[src/rtl/stage_2.sv]
// stage_2: instruction decode stage.
// Decodes the incoming instruction, reads rs/rt from a 32x32 register file
// (with write-through bypass and external operand forwarding), registers the
// decoded controls and operands for the next stage, and maintains an 8-bit
// stack pointer that CALL decrements and RET increments.
module stage_2 (
  input  logic        clk,
  input  logic        reset,
  input  logic        En_Pipeline,
  input  logic [31:0] Instruction,
  input  logic [4:0]  Addr_Write_Reg,
  input  logic        Reg_Write_En_in,
  input  logic [31:0] data_in,
  input  logic [31:0] Forward_Data_in,
  input  logic [1:0]  Forward_Selector,
  output logic [7:0]  SP_Data,
  output logic [5:0]  ALU_Op_Code_out,
  output logic        ALU_src_out,
  output logic        En_Integer_out,
  output logic        En_Float_out,
  output logic        Memory_Read_out,
  output logic        Memory_Write_out,
  output logic        Reg_Write_En_out,
  output logic        WB_Mux_sel_out,
  output logic        CALL_flag_out,
  output logic        RET_flag_out,
  output logic        BR_flag_out,
  output logic        JMP_flag_out,
  output logic [4:0]  Addr_Write_Reg_out,
  output logic [31:0] data1_out,
  output logic [31:0] data2_out,
  output logic [15:0] imm_out,
  output logic        F_Read_Reg_En
);

  localparam int DATA_W = 32;
  localparam int REG_N  = 32;
  localparam int SP_W   = 8;

  localparam logic [5:0] OP_RTYPE = 6'h00;
  localparam logic [5:0] OP_FLOAT = 6'h11;
  localparam logic [5:0] OP_ADDI  = 6'h08;
  localparam logic [5:0] OP_LOAD  = 6'h23;
  localparam logic [5:0] OP_STORE = 6'h2B;
  localparam logic [5:0] OP_BR    = 6'h04;
  localparam logic [5:0] OP_JMP   = 6'h02;
  localparam logic [5:0] OP_CALL  = 6'h3E;
  localparam logic [5:0] OP_RET   = 6'h3D;

  localparam logic [5:0] ALU_ADD  = 6'h20;
  localparam logic [5:0] ALU_SUB  = 6'h22;

  localparam logic [SP_W-1:0] SP_RESET = 8'hFF;

  // Decoded control bundle carried from decode into the pipeline register.
  typedef struct packed {
    logic [5:0] alu_op;
    logic       alu_src;
    logic       en_int;
    logic       en_flt;
    logic       mem_rd;
    logic       mem_wr;
    logic       reg_wr;
    logic       wb_sel;
    logic       call;
    logic       ret;
    logic       br;
    logic       jmp;
    logic [4:0] dest;
  } ctrl_t;

  // Full instruction decode; the all-zero word and unknown opcodes give NOP.
  function automatic ctrl_t decode(input logic [31:0] ins);
    ctrl_t c;
    c = '0;
    if (ins != 32'h0) begin
      case (ins[31:26])
        OP_RTYPE: begin
          c.alu_op = ins[5:0];
          c.en_int = 1'b1;
          c.reg_wr = 1'b1;
          c.dest   = ins[15:11];
        end
        OP_FLOAT: begin
          c.alu_op = ins[5:0];
          c.en_flt = 1'b1;
          c.reg_wr = 1'b1;
          c.dest   = ins[15:11];
        end
        OP_ADDI: begin
          c.alu_op  = ALU_ADD;
          c.alu_src = 1'b1;
          c.en_int  = 1'b1;
          c.reg_wr  = 1'b1;
          c.dest    = ins[20:16];
        end
        OP_LOAD: begin
          c.alu_op  = ALU_ADD;
          c.alu_src = 1'b1;
          c.mem_rd  = 1'b1;
          c.reg_wr  = 1'b1;
          c.wb_sel  = 1'b1;
          c.dest    = ins[20:16];
        end
        OP_STORE: begin
          c.alu_op  = ALU_ADD;
          c.alu_src = 1'b1;
          c.mem_wr  = 1'b1;
        end
        OP_BR: begin
          c.alu_op = ALU_SUB;
          c.br     = 1'b1;
        end
        OP_JMP:  c.jmp  = 1'b1;
        OP_CALL: c.call = 1'b1;
        OP_RET:  c.ret  = 1'b1;
        default: c = '0;
      endcase
    end
    return c;
  endfunction

  // True for instruction classes that consume rs/rt operands.
  function automatic logic reads_regs(input logic [31:0] ins);
    logic r;
    r = 1'b0;
    if (ins != 32'h0) begin
      case (ins[31:26])
        OP_RTYPE, OP_FLOAT, OP_ADDI, OP_LOAD, OP_STORE, OP_BR: r = 1'b1;
        default: r = 1'b0;
      endcase
    end
    return r;
  endfunction

  // Stack pointer step with modulo-256 wrap in both directions.
  function automatic logic [SP_W-1:0] sp_step(input logic [SP_W-1:0] sp,
                                              input logic dec,
                                              input logic inc);
    logic [SP_W-1:0] n;
    n = sp;
    if (dec)      n = sp - 8'd1;
    else if (inc) n = sp + 8'd1;
    return n;
  endfunction

  logic [DATA_W-1:0] regs [REG_N];

  logic [4:0]        rs_p0;
  logic [4:0]        rt_p0;
  ctrl_t             ctrl_p0;
  logic [DATA_W-1:0] data1_p0;
  logic [DATA_W-1:0] data2_p0;

  ctrl_t             ctrl_p1;
  logic [DATA_W-1:0] data1_p1;
  logic [DATA_W-1:0] data2_p1;
  logic [15:0]       imm_p1;
  logic [SP_W-1:0]   sp_p1;

  // ---- stage p0: decode and operand fetch (combinational) ----
  assign rs_p0         = Instruction[25:21];
  assign rt_p0         = Instruction[20:16];
  assign ctrl_p0       = decode(Instruction);
  assign F_Read_Reg_En = reads_regs(Instruction);

  // Operand read with write-through bypass, then external forwarding override.
  always_comb begin
    data1_p0 = regs[rs_p0];
    data2_p0 = regs[rt_p0];
    if (Reg_Write_En_in && (Addr_Write_Reg == rs_p0)) data1_p0 = data_in;
    if (Reg_Write_En_in && (Addr_Write_Reg == rt_p0)) data2_p0 = data_in;
    if (Forward_Selector[0]) data1_p0 = Forward_Data_in;
    if (Forward_Selector[1]) data2_p0 = Forward_Data_in;
  end

  // Register file write port; runs regardless of pipeline stalls.
  always_ff @(posedge clk) begin
    if (reset) begin
      for (int i = 0; i < REG_N; i++) regs[i] <= '0;
    end else if (Reg_Write_En_in) begin
      regs[Addr_Write_Reg] <= data_in;
    end
  end

  // ---- stage p1: decode/operand pipeline register ----
  // Loads only when the pipeline is enabled; otherwise holds for the stall.
  always_ff @(posedge clk) begin
    if (reset) begin
      ctrl_p1  <= '0;
      data1_p1 <= '0;
      data2_p1 <= '0;
      imm_p1   <= '0;
    end else if (En_Pipeline) begin
      ctrl_p1  <= ctrl_p0;
      data1_p1 <= data1_p0;
      data2_p1 <= data2_p0;
      imm_p1   <= Instruction[15:0];
    end
  end

  // Stack pointer: CALL pushes (decrement), RET pops (increment).
  always_ff @(posedge clk) begin
    if (reset) begin
      sp_p1 <= SP_RESET;
    end else if (En_Pipeline) begin
      sp_p1 <= sp_step(sp_p1, ctrl_p0.call, ctrl_p0.ret);
    end
  end

  assign SP_Data            = sp_p1;
  assign ALU_Op_Code_out    = ctrl_p1.alu_op;
  assign ALU_src_out        = ctrl_p1.alu_src;
  assign En_Integer_out     = ctrl_p1.en_int;
  assign En_Float_out       = ctrl_p1.en_flt;
  assign Memory_Read_out    = ctrl_p1.mem_rd;
  assign Memory_Write_out   = ctrl_p1.mem_wr;
  assign Reg_Write_En_out   = ctrl_p1.reg_wr;
  assign WB_Mux_sel_out     = ctrl_p1.wb_sel;
  assign CALL_flag_out      = ctrl_p1.call;
  assign RET_flag_out       = ctrl_p1.ret;
  assign BR_flag_out        = ctrl_p1.br;
  assign JMP_flag_out       = ctrl_p1.jmp;
  assign Addr_Write_Reg_out = ctrl_p1.dest;
  assign data1_out          = data1_p1;
  assign data2_out          = data2_p1;
  assign imm_out            = imm_p1;

endmodule

[config.mk]
export PLATFORM = sky130hd
export DESIGN_NAME = stage_2
export DESIGN_NICKNAME = d
export VERILOG_FILES = /design/src/rtl/stage_2.sv
export SDC_FILE = /design/constraint.sdc
export NUM_CORES = 2
export LEC_CHECK = 0
export BUFFER_PORTS_ARGS = -buffer_cell sky130_fd_sc_hd__buf_4
export CAP_MARGIN = 20
export CORE_ASPECT_RATIO = 0.9
export CORE_UTILIZATION = 53
export DETAILED_ROUTE_END_ITERATION = 16
export HOLD_SLACK_MARGIN = 0.12
export PLACE_DENSITY = 0.7
export REMOVE_ABC_BUFFERS = 1
export SLEW_MARGIN = 25
export SYNTH_ARGS = -nofsm -noshare
export SYNTH_HDL_FRONTEND = slang
export SYNTH_SLANG_ARGS = --single-unit
[constraint.sdc]
create_clock -name clk -period 4.3 [get_ports clk]
set_input_delay 0.215 -clock clk [delete_from_list [all_inputs] [get_ports clk]]
set_output_delay 0.215 -clock clk [all_outputs]
set_load 0.01 [all_outputs]
==> summary.md <==
| Metric | Value |
|---|---|
| Fill count | 8109 |
| Die Span X | 354 um |
| Final slew viol count | 0 |
| Critical Path RT | 4.09 ns |
| Total global-route track usage | 37.4% |
| 1st-iter DRT viols | 6904 |
| Multi-input logic area | 24900 um2 |
| Largest net degree at the start of global routing | 79 |
| Vias in the first global route | 40400 |
| Rel. slew slack | 19.7% |
| Final nets | 4338 |
| VDD IR max | 0.000362 V |
| CP Launch Type | input port |
| Worst setup path category | in -> out |
| Syn Inst Count | 4086 |
| Seq/Total Area, Yosys | 55.7% |
| Share of layout cells above drive strength 1 | 26.6% |
| Drt total wl | 212000 um |
| Worst R2R Path Depth | 5 |
| Worst reg2reg startpoint | regs[5][22] |
| Area leader, netlist | edfxtp_1 |
| Final Util | 61.7% |
| Outcome | completed |
| Routability congestion estimate from global placement | 0.940 |
| Hold Crit Class | in -> reg |
| HPWL after DPL | 131000 um |
| Worst Hold Launch | Instruction[20] |
| Pre-CTS setup slack | 1.32 ns |
| Cell area after synthesis | 59100 um2 |
| Cell variety after synth | 63 |
| CTS sink count | 1133 |
| Final setup TNS | 0 ns |
| Asr flop ratio synth | 0% |
| Clock root cell | clkbuf_16 |
| CTS Buffer Depth | 3 |
| Avg Vias per Cell | 7.15 |
| Top Family by Delay on Critical Path | buffers and inverters |
| CP arrival | 2.83 ns |
| Inst Count DP | 5466 |
| Port bufs | 217 |
| Ys Warns | 0 |
| Crit path largest cell delay | 0.54 ns |
| Placed Area | 62900 um2 |
| WHS | 0.211 ns |
| Final instance area | 67900 um2 |
| Reg2Reg Setup Slack | 2.34 ns |
| Worst-path maximum fanout | 24 |
| Worst path slowest cell | dlygate4sd3_1 |
| CP endpoint kind | output port |
| Syn-to-layout area delta | 14.8% |
| # IOs | 218 |
| Total power divided by cell area | 395 nW/um2 |
| Worst slew pin tran | 1.20 ns |
| Final Setup Violations | 0 |
| Drt first pass iters | 6 |
| Top post-synthesis cells by area | edfxtp_1 52%, mux4_2 20%, and2_1 11% |
| Clock Pin Slew Worst Setup and Hold Paths | 0.06 ns |
| Layout Cells excl Fill | 5798 |
| Die height | 319 um |
| Period Utilization, post-route | 70.8% |
| Most common cell in the netlist | and2_1 |
| Via Count | 41500 |
| Post-route ant nets | 0 |
| Top_reg_cell synth | edfxtp_1 |
| Minimum clock period | 3.05 ns |
| Post-layout power | 26.8 mW |
| Fmax | 328 MHz |
| Row cnt | 115 |
| RSZ-0062 raised after global routing | no |
| First-pass GRT wire length | 297000 um |
| Initial Util | 53.8% |
| Full die area | 113000 um2 |
| Max-cap violations | 0 |
| Clock insertion delay at the later pin of the skew report | 0.74 ns |
| Leak pwr | 23.6 nW |
| Crit-path cells | dlygate4sd3_1 -> buf_4 -> or3_1 -> buf_4 -> or4_4 -> nor3_1 -> o22ai_1 -> buf_4 |
| Post-Syn Area per Cell | 14.5 um2 |
| Most frequent CP cell | buf_4 |
| Initial antenna violation count | 12 |
| Yosys top cell area share | 52.0% |
| Routed wire per std cell | 36.5 um |
| Post-synth EDFFs | 1024 |
| Yosys reg bits | 1133 |
| Top post-synthesis cells by count | 1027 x and2_1, 1024 x edfxtp_1, 513 x mux4_2 |
| Hold EP | Addr_Write_Reg_out[4] |
| Final hold violation count | 0 |
| Final setup margin | 1.25 ns |
| # H-tree levels | 3 |
| Gr ovfl total | 0 |
| Final Skew | 0.0312 ns |
| Residual DRC count | 0 |
| Worst Hold Depth | 3 |
| CTS tree | built |
| Crit path buf inv count | 4 |
| Cts bufs inserted | 116 |
| Crit Reg-Reg Endpoint | data2_out[22] |
| CORE AREA | 110000 um2 |
| Register Area | 32900 um2 |
==> layout make-up <==
type,instances,area share (%)
well taps,1462,2.70
inverters,11,0.0664
clock inverters,68,1.04
clock buffers,152,4.75
flip-flops and latches,1133,48.5
diodes,10,0.0369
repair buffers,469,6.24
multi-input cells,2493,36.7
==> registers in the layout, indices dropped and copies added (netlist names) <==
register            flops
En_Integer_out          1
Memory_Write_out        1
data1_out              32
SP_Data                 8
data2_out              32
WB_Mux_sel_out          1
imm_out                16
En_Float_out            1
BR_flag_out             1
Reg_Write_En_out        1
ALU_Op_Code_out         6
RET_flag_out            1
JMP_flag_out            1
regs                 1024
Addr_Write_Reg_out      5
ALU_src_out             1
CALL_flag_out           1
==> tightest hold or removal path: cells and delay by family <==
family / cells / cell delay (ns)
AO/OA/AOI/OAI: 2 / 0.30
buffers and inverters: 1 / 0.36
==> worst max-delay path by stage <==
stage	start	end	slack, ns	depth (start not counted)
floorplan	reset	regs[24][0]	0.66	3
global placement	reset	regs[24][7]	1.19	6
detailed placement	reset	regs[18][6]	1.32	6
CTS	Instruction[19]	F_Read_Reg_En	1.31	8
global route	Instruction[19]	F_Read_Reg_En	1.18	8
finish	Instruction[19]	F_Read_Reg_En	1.25	8
==> timing repair <==
item                      4_1_cts  5_1_grt
hold buffers                  101        0
setup buffers                   0        0
hold endpoints to repair     1124        0
gates resized for setup         0        0
==> cells in the final DEF, fill, tap and decap left out, types with 28 or more instances in the layout <==
cell           netlist  final
a211oi_1            31     31
nor2_1             175    143
o21ai_4              0     32
mux2i_1             64     64
edfxtp_1          1024   1024
clkbuf_16            0    118
buf_4               18    331
mux4_2             513    513
nand2_1             31     31
o32ai_1             49     49
dfxtp_1            109    109
dlygate4sd3_1        0    101
buf_12               0     28
o22ai_1            182    182
and2_1            1027   1027
a221oi_1            64     64
or3_1               74     73
==> cell families (layout without fill, tap and decap cells) <==
kind of cell / Yosys count / count (layout) / synth area share [%]
adders and majority gates: 7 / 7 / 0.161
muxes: 577 / 577 / 20.6
AOI/OAI and AO/OA: 485 / 485 / 5.93
DFF: 1133 / 1133 / 55.7
buffers and inverters: 460 / 700 / 3.21
other: 0 / 10 / 0
and+or+nand+nor: 1408 / 1408 / 14.1
xor gates and xnor gates: 16 / 16 / 0.237
==> report_power, final <==
part | internal [mW] | leakage [nW] | switching [mW]
Sequential | 12.6 | 10.6 | 0.389
Combinational | 1.42 | 11.0 | 1.88
Clock | 6.04 | 1.92 | 4.49
Total | 20.1 | 23.6 | 6.76
==> metal layers <==
| metal | wire length, um | vias to the layer above | GRT usage (%) | part of all wire, % |
|---|---|---|---|---|
| met3 | 32100 | 683 | 12.6 | 15 |
| met5 | 27 | - | 0 | 0.013 |
| met4 | 12000 | 4 | 19.1 | 5.7 |
| li1 | - | 16200 | - | - |
| met2 | 93100 | 3719 | 54.6 | 44 |
| met1 | 74400 | 20900 | 50.1 | 35 |
(Power assumes the default switching activity.)
